**src/rtl/pipe_stage_buffer.sv**
```systemverilog
// Two-entry skid-buffered pipeline stage register with a valid/ready handshake,
// a registered in_ready and a synchronous flush for branch squash.
module pipe_stage_buffer #(
    parameter int   WIDTH = 64,
    parameter logic RESET = 1'b0
) (
    input  logic             clk,
    input  logic             reset,
    input  logic             in_valid,
    input  logic [WIDTH-1:0] in_data,
    output logic             in_ready,
    output logic             out_valid,
    output logic [WIDTH-1:0] out_data,
    input  logic             out_ready,
    input  logic             flush
);

    if (WIDTH < 1) begin : g_width_check
        $error("pipe_stage_buffer: WIDTH must be greater than 0");
    end

    // State bits are {skid_v, main_v}; 2'b10 is never a legal encoding.
    typedef enum logic [1:0] {
        EMPTY = 2'b00,
        ONE   = 2'b01,
        FULL  = 2'b11
    } state_t;

    state_t           state;
    logic [WIDTH-1:0] main_data;
    logic [WIDTH-1:0] skid_data;
    logic             main_v;
    logic             skid_v;
    logic             accept;
    logic             take;

    assign main_v    = state[0];
    assign skid_v    = state[1];
    assign out_valid = main_v;
    assign out_data  = main_data;
    assign accept    = in_valid & in_ready;
    assign take      = main_v & out_ready;

    // in_ready is tracked as its own flop so it never depends on out_ready within a cycle.
    always_ff @(posedge clk) begin
        // NOTE: sequential state uses non-blocking assignments so every flop samples pre-edge values.
        if (reset) begin
            state     <= EMPTY;
            in_ready  <= 1'b1;
            // NOTE: only two data words exist, so resetting them is cheap and makes out_data known after reset.
            main_data <= {WIDTH{RESET}};
            skid_data <= {WIDTH{RESET}};
        end else if (flush) begin
            state    <= EMPTY;
            in_ready <= 1'b1;
        end else begin
            unique case (state)
                EMPTY: begin
                    if (accept) begin
                        main_data <= in_data;
                        state     <= ONE;
                    end
                end
                ONE: begin
                    if (accept && take) begin
                        main_data <= in_data;
                    end else if (accept) begin
                        skid_data <= in_data;
                        state     <= FULL;
                        in_ready  <= 1'b0;
                    end else if (take) begin
                        state <= EMPTY;
                    end
                end
                FULL: begin
                    if (take) begin
                        main_data <= skid_data;
                        state     <= ONE;
                        in_ready  <= 1'b1;
                    end
                end
                default: begin
                    state    <= EMPTY;
                    in_ready <= 1'b1;
                end
            endcase
        end
    end

    a_no_orphan_skid: assert property (@(posedge clk) disable iff (reset) !(skid_v && !main_v))
        else $error("pipe_stage_buffer: skid entry held without a main entry");

endmodule

```
**config.mk**
```make
export PLATFORM = sky130hd
export DESIGN_NAME = pipe_stage_buffer
export DESIGN_NICKNAME = d
export VERILOG_FILES = /design/src/rtl/pipe_stage_buffer.sv
export SDC_FILE = /design/constraint.sdc
export NUM_CORES = 1
export LEC_CHECK = 0
export ABC_AREA = 1
export CELL_PAD_IN_SITES_DETAIL_PLACEMENT = 0
export CELL_PAD_IN_SITES_GLOBAL_PLACEMENT = 2
export CORE_MARGIN = 2
export CORE_UTILIZATION = 28
export DETAILED_ROUTE_END_ITERATION = 12
export PLACE_DENSITY_LB_ADDON = 0.15
export REMOVE_ABC_BUFFERS = 1
export SLEW_MARGIN = 30
export SYNTH_ARGS = -nofsm -noshare
export SYNTH_HDL_FRONTEND = slang
export SYNTH_SLANG_ARGS = --single-unit
```
**constraint.sdc**
```tcl
create_clock -name clk -period 1.9 [get_ports clk]
set_clock_uncertainty 0.1 [all_clocks]
set_input_delay 0.475 -clock clk [delete_from_list [all_inputs] [get_ports clk]]
set_output_delay 0.475 -clock clk [all_outputs]
set_load 0.02 [all_outputs]
```
-- Word-level counts from Yosys, hierarchy flattened
Cells that the tools add are included.
W data, S select, Z words.
- register bits: 131
- bits of input ports: 69
- equal/unequal tests: 8
- multiplexer cells: 14
- bitwise gates (word level): 5
- reductions and logical operators: 8
- operators by type and width (kind ; number):
    $mux W64 ; 3
    $pmux W64 S3 ; 1
    $reduce_and A4 Y1 ; 3
    $mux W2 ; 5
    $ne A2 B2 Y1 const B ; 5
    $pmux W2 S3 ; 1
    $reduce_and A5 Y1 ; 1
    $mux W1 ; 3
    $ne A3 B3 Y1 const B ; 1
    $not A1 Y1 ; 3
    $pmux W1 S3 ; 1
    $reduce_bool A3 Y1 ; 1
    $and A1 B1 Y1 ; 2
    $eq A2 B1 Y1 const B ; 1
    $eq A2 B2 Y1 const B ; 1
    $logic_not A2 Y1 ; 1
    $reduce_or A2 Y1 ; 1
    $logic_and A1 B1 Y1 ; 1

-- Depth between registers and ports, before layout
- depth after elaboration: 5
- depth in mapped cells: 10

-- Least setup slack after synthesis
No wires, ideal clock.
- path kind: reg2reg
- from: reg state[0]
- to: reg skid_data[10]
- library setup time: 0.116 ns
- arrival time: 1.539 ns
- path slack: 0.145 ns
- cell stages (with the launch flop): 9
- buffers on the path: 2
- period minus slack after synthesis: 1.755 ns
- path through: dfxtp_1 -> ha_1 -> nand3_2 -> inv_1 -> nand2_1 -> buf_2 -> clkbuf_2 -> o21ai_0 -> nor2_1
- longest elaborated chain between the ends: 4
- elaborated cells on any way between the ends: 5
- ends and longest elaborated chain (item ; RTL line ; source):
    start, declared ; 29 ; state_t state;
    start signal, assigned ; 48 ; state <= EMPTY;
    start signal, assigned ; 54 ; state <= EMPTY;
    start signal, assigned ; 61 ; state <= ONE;
    $and A1 B1 Y1 ; 42 ; assign take = main_v & out_ready;
    $logic_and A1 B1 Y1 ; 65 ; if (accept && take) begin
    $not A1 Y1 (no source line) ; -- ;
    $reduce_and A4 Y1 (no source line) (*) ; -- ;
    end signal, assigned ; 52 ; skid_data <= {WIDTH{RESET}};
    end signal, assigned ; 68 ; skid_data <= in_data;
    end, declared ; 31 ; logic [WIDTH-1:0] skid_data;
Every way passes the cells marked *; elsewhere a longest branch is shown, timed or not.
A chain may end at the register's enable or synchronous reset.

-- Worst setup path in the final report
- from: reg state[0]
- to: out out_valid
- RTL lines (item ; RTL line ; source):
    end, declared ; 12 ; output logic out_valid,
No word-level cell between the ends.

==> run metrics <==
combinational fraction of design power 0.183; register share of total power 0.404; final setup violation count 0; most frequent cells after synthesis nor2_1 (267), nand2_1 (139), dfxtp_1 (131), o21ai_0 (65), mux2i_1 (64); worst ir drop on vdd 0.553 mV; Post-CTS Resized 66; pwr/cell area a little under 1000 nW/um2; CTS sink cnt around 130; CP Capture Point out_valid; first drt pass iteration count 6; Async S/R FF share, synth 0; top-count cell post-synth nor2_1; register bit total from synthesis about 130; reg2reg path depth 10; Avg WL per Cell 13.1 um; Crit. Startpoint state[0]; Post-Syn Area per Cell about 7.6 um2; Leak between 3 and 4 nW; Worst Path Max Fanout 4; # diodes 0; Final Cycle Share 0.946; first-pass GRT wire length 24700 um; Clock H-tree levels 4; top cell type's share of synthesized area 0.469; Worst path slowest cell dfxtp_1; Yosys warnings 0; core area 19500 um2; Final min period 1.80 ns; largest net degree at the start of global routing 61; adder-cell share of the synthesized area 0.00895; fin area 7860 um2; max-cap viol count 0; Max-slew headroom 0.815; number of distinct library cells after synthesis 21; post-synthesis compound-gate area fraction 0.0582; Post-CTS Setup Bufs 0; cell count along the critical path 2; met2 WL 7200 um; cells after synthesis roughly 740; Hold Violations, Final 0; Reg2Reg Capture Point out_data[34]; area leader, netlist dfxtp_1; fraction of the yosys area taken by sequential cells 0.469; # port buffers approximately 130; IO Count approximately 140; Placer Congestion approximately 0.75; total grt overflow 0; Seq. cell area roughly 2600 um2; Hold WC Path Type register to register; family with the most delay on the worst path buffers and inverters; Filler cells approximately 2.0k; RSZ-0062 raised after global routing no; Clock transition at path regs ~0.06 ns; Req. time, crit path between 1 and 1.5 ns; initial antenna violation count 0; Via density around 4.3; Main synth FF type dfxtp_1; total CTS buffers 17; Initial Util 0.286; hold_buf cts 0; layout cells sized above 1 0.0800; Buf+Inv Stages, Crit Path 2; number of global-route vias before repair around 4.7k; First DRT Iteration DRCs between 150 and 200; Cell Area, Placed 7370 um2; multi-input logic area around 2600 um2; Max Root-Sink Buffers 2; synthesized area about 5600 um2; Via Count between 4k and 5k; HPWL after DPL between 9000 and 10000 um; FF-to-FF Start state[0]; CP startpoint kind register; crit path kind register to output port; root buffer cell clkbuf_16; simple-gate share of the synthesized area 0.285; Skew-Pair Late Insertion Delay about 0.40 ns; Post-Route WL 15000 um; Tot GR Track Use 0.145; Antenna Violating Nets Remaining 0; largest family of logic cells by synthesized area simple AND/OR/NAND/NOR gates; clock network power share 0.413; Sw Ratio 0.277; fmax roughly 560 MHz; Area Growth Syn to Fin 40.5%; Internal around 0.0055 W; Slew Limit Fails 0; CP Capture Type output port; crit-path max cell delay around 0.38 ns; CTS tree yes; Nets approximately 950; worst path arrival time 1.22 ns; crit-path cells buf_4, clkdlybuf4s15_1; Switching Power roughly 0.0021 W; Post-synth EDFFs 0; Tot Pwr approximately 0.0076 W; main area contributors after synthesis dfxtp_1 (47%), nor2_1 (18%), mux2i_1 (11%), nand2_1 (9.3%), o21ai_0 (5.8%); Die Ht ~150 um; Post-Route M1 WL 6950 um; Post-Synth XOR/XNOR Area 0; r2r setup slk roughly 0.14 ns; status finished, final reports clean; mux share of post-synthesis cell area 0.115; Worst Tran Pin Value between 0.2 and 0.3 ns; DRC Markers 0; DR top layer met4; area of the die roughly 21000 um2; DR WL met3 ~770 um; Core Rows between 50 and 60; Chip Width 145 um
==> routing by layer <==
metal / vias to the layer above / global-route usage
li1: 2608 / -
met1: 2221 / 0.179
met2: 102 / 0.243
met3: 8 / 0.0484
met4: 0 / 0.0407
met5: - / 0
==> cells by family after synthesis <==
kind of cell / count (synthesis)
simple gates: 418
flops: 131
compound gates: 65
mux: 64
buf+inv: 57
fa+ha+maj: 4
==> how the worst min path moves through the flow <==
stage | startpoint | endpoint | slack, ns | depth (start not counted)
floorplan | skid_data[0] | skid_data[0] | 0.35 | 2
global placement | out_data[48] | out_data[48] | 0.36 | 2
detailed placement | out_data[37] | out_data[37] | 0.37 | 2
CTS | out_data[37] | out_data[37] | 0.38 | 2
global route | out_data[59] | out_data[59] | 0.40 | 2
finish | out_data[37] | out_data[37] | 0.37 | 2
==> layout by cell type (no fill, tap or decap), drive strengths merged, types with 2 or more instances in the layout <==
cell and count:
buf 31, bufinv 2, clkbuf 18, clkdlybuf4s50 68, clkinv 11, dfxtp 131, dlygate4sd2 65, ha 4
inv 8, mux2i 64, nand2 142, nand3 7, nor2 268, o21ai 65
==> stage by stage <==
stage                     instances  setup slack (ns)  setup TNS [ns]   util  hold WS (ns)
after floorplan                 691             -3.12         -259.01      -         0.355
after global placement         1121            -0.258          -21.83  0.377         0.363
after detailed placement       1121            -0.271          -23.54  0.377         0.372
after CTS                      1152            0.0424               0  0.402         0.379
after global routing           1152          0.000816               0  0.402         0.397
final                          1152             0.102               0  0.402         0.371
==> layout make-up <==
cell class / instances / share of cell area
clock buffer: 18 / 0.0546
clock inverter: 13 / 0.0174
inverter: 9 / 0.00446
sequential: 131 / 0.334
tap: 265 / 0.0422
multi-input combinational: 551 / 0.335
timing repair buffer: 165 / 0.212
==> power groups by stage <==
stage | Combinational (W) | Clock, W | Sequential (W)
after floorplan | 0.000588 | 0 | 0.00332
final | 0.00139 | 0.00315 | 0.00308
after CTS | 0.00141 | 0.00326 | 0.00308
after global placement | 0.00150 | 0 | 0.00314
after global routing | 0.00155 | 0.00338 | 0.00310
after detailed placement | 0.00152 | 0 | 0.00315
==> worst min-delay path: stages, from the launching register on <==
cell and delay (ns):
dfxtp_1 0.32, nor2_1 0.04, nor2_1 0.08
==> state kept, by name, indices dropped and copies added, names as in the netlist <==
register	flops
out_data	64
skid_data	64
state	2
in_ready	1
(Power assumes the default switching activity.)
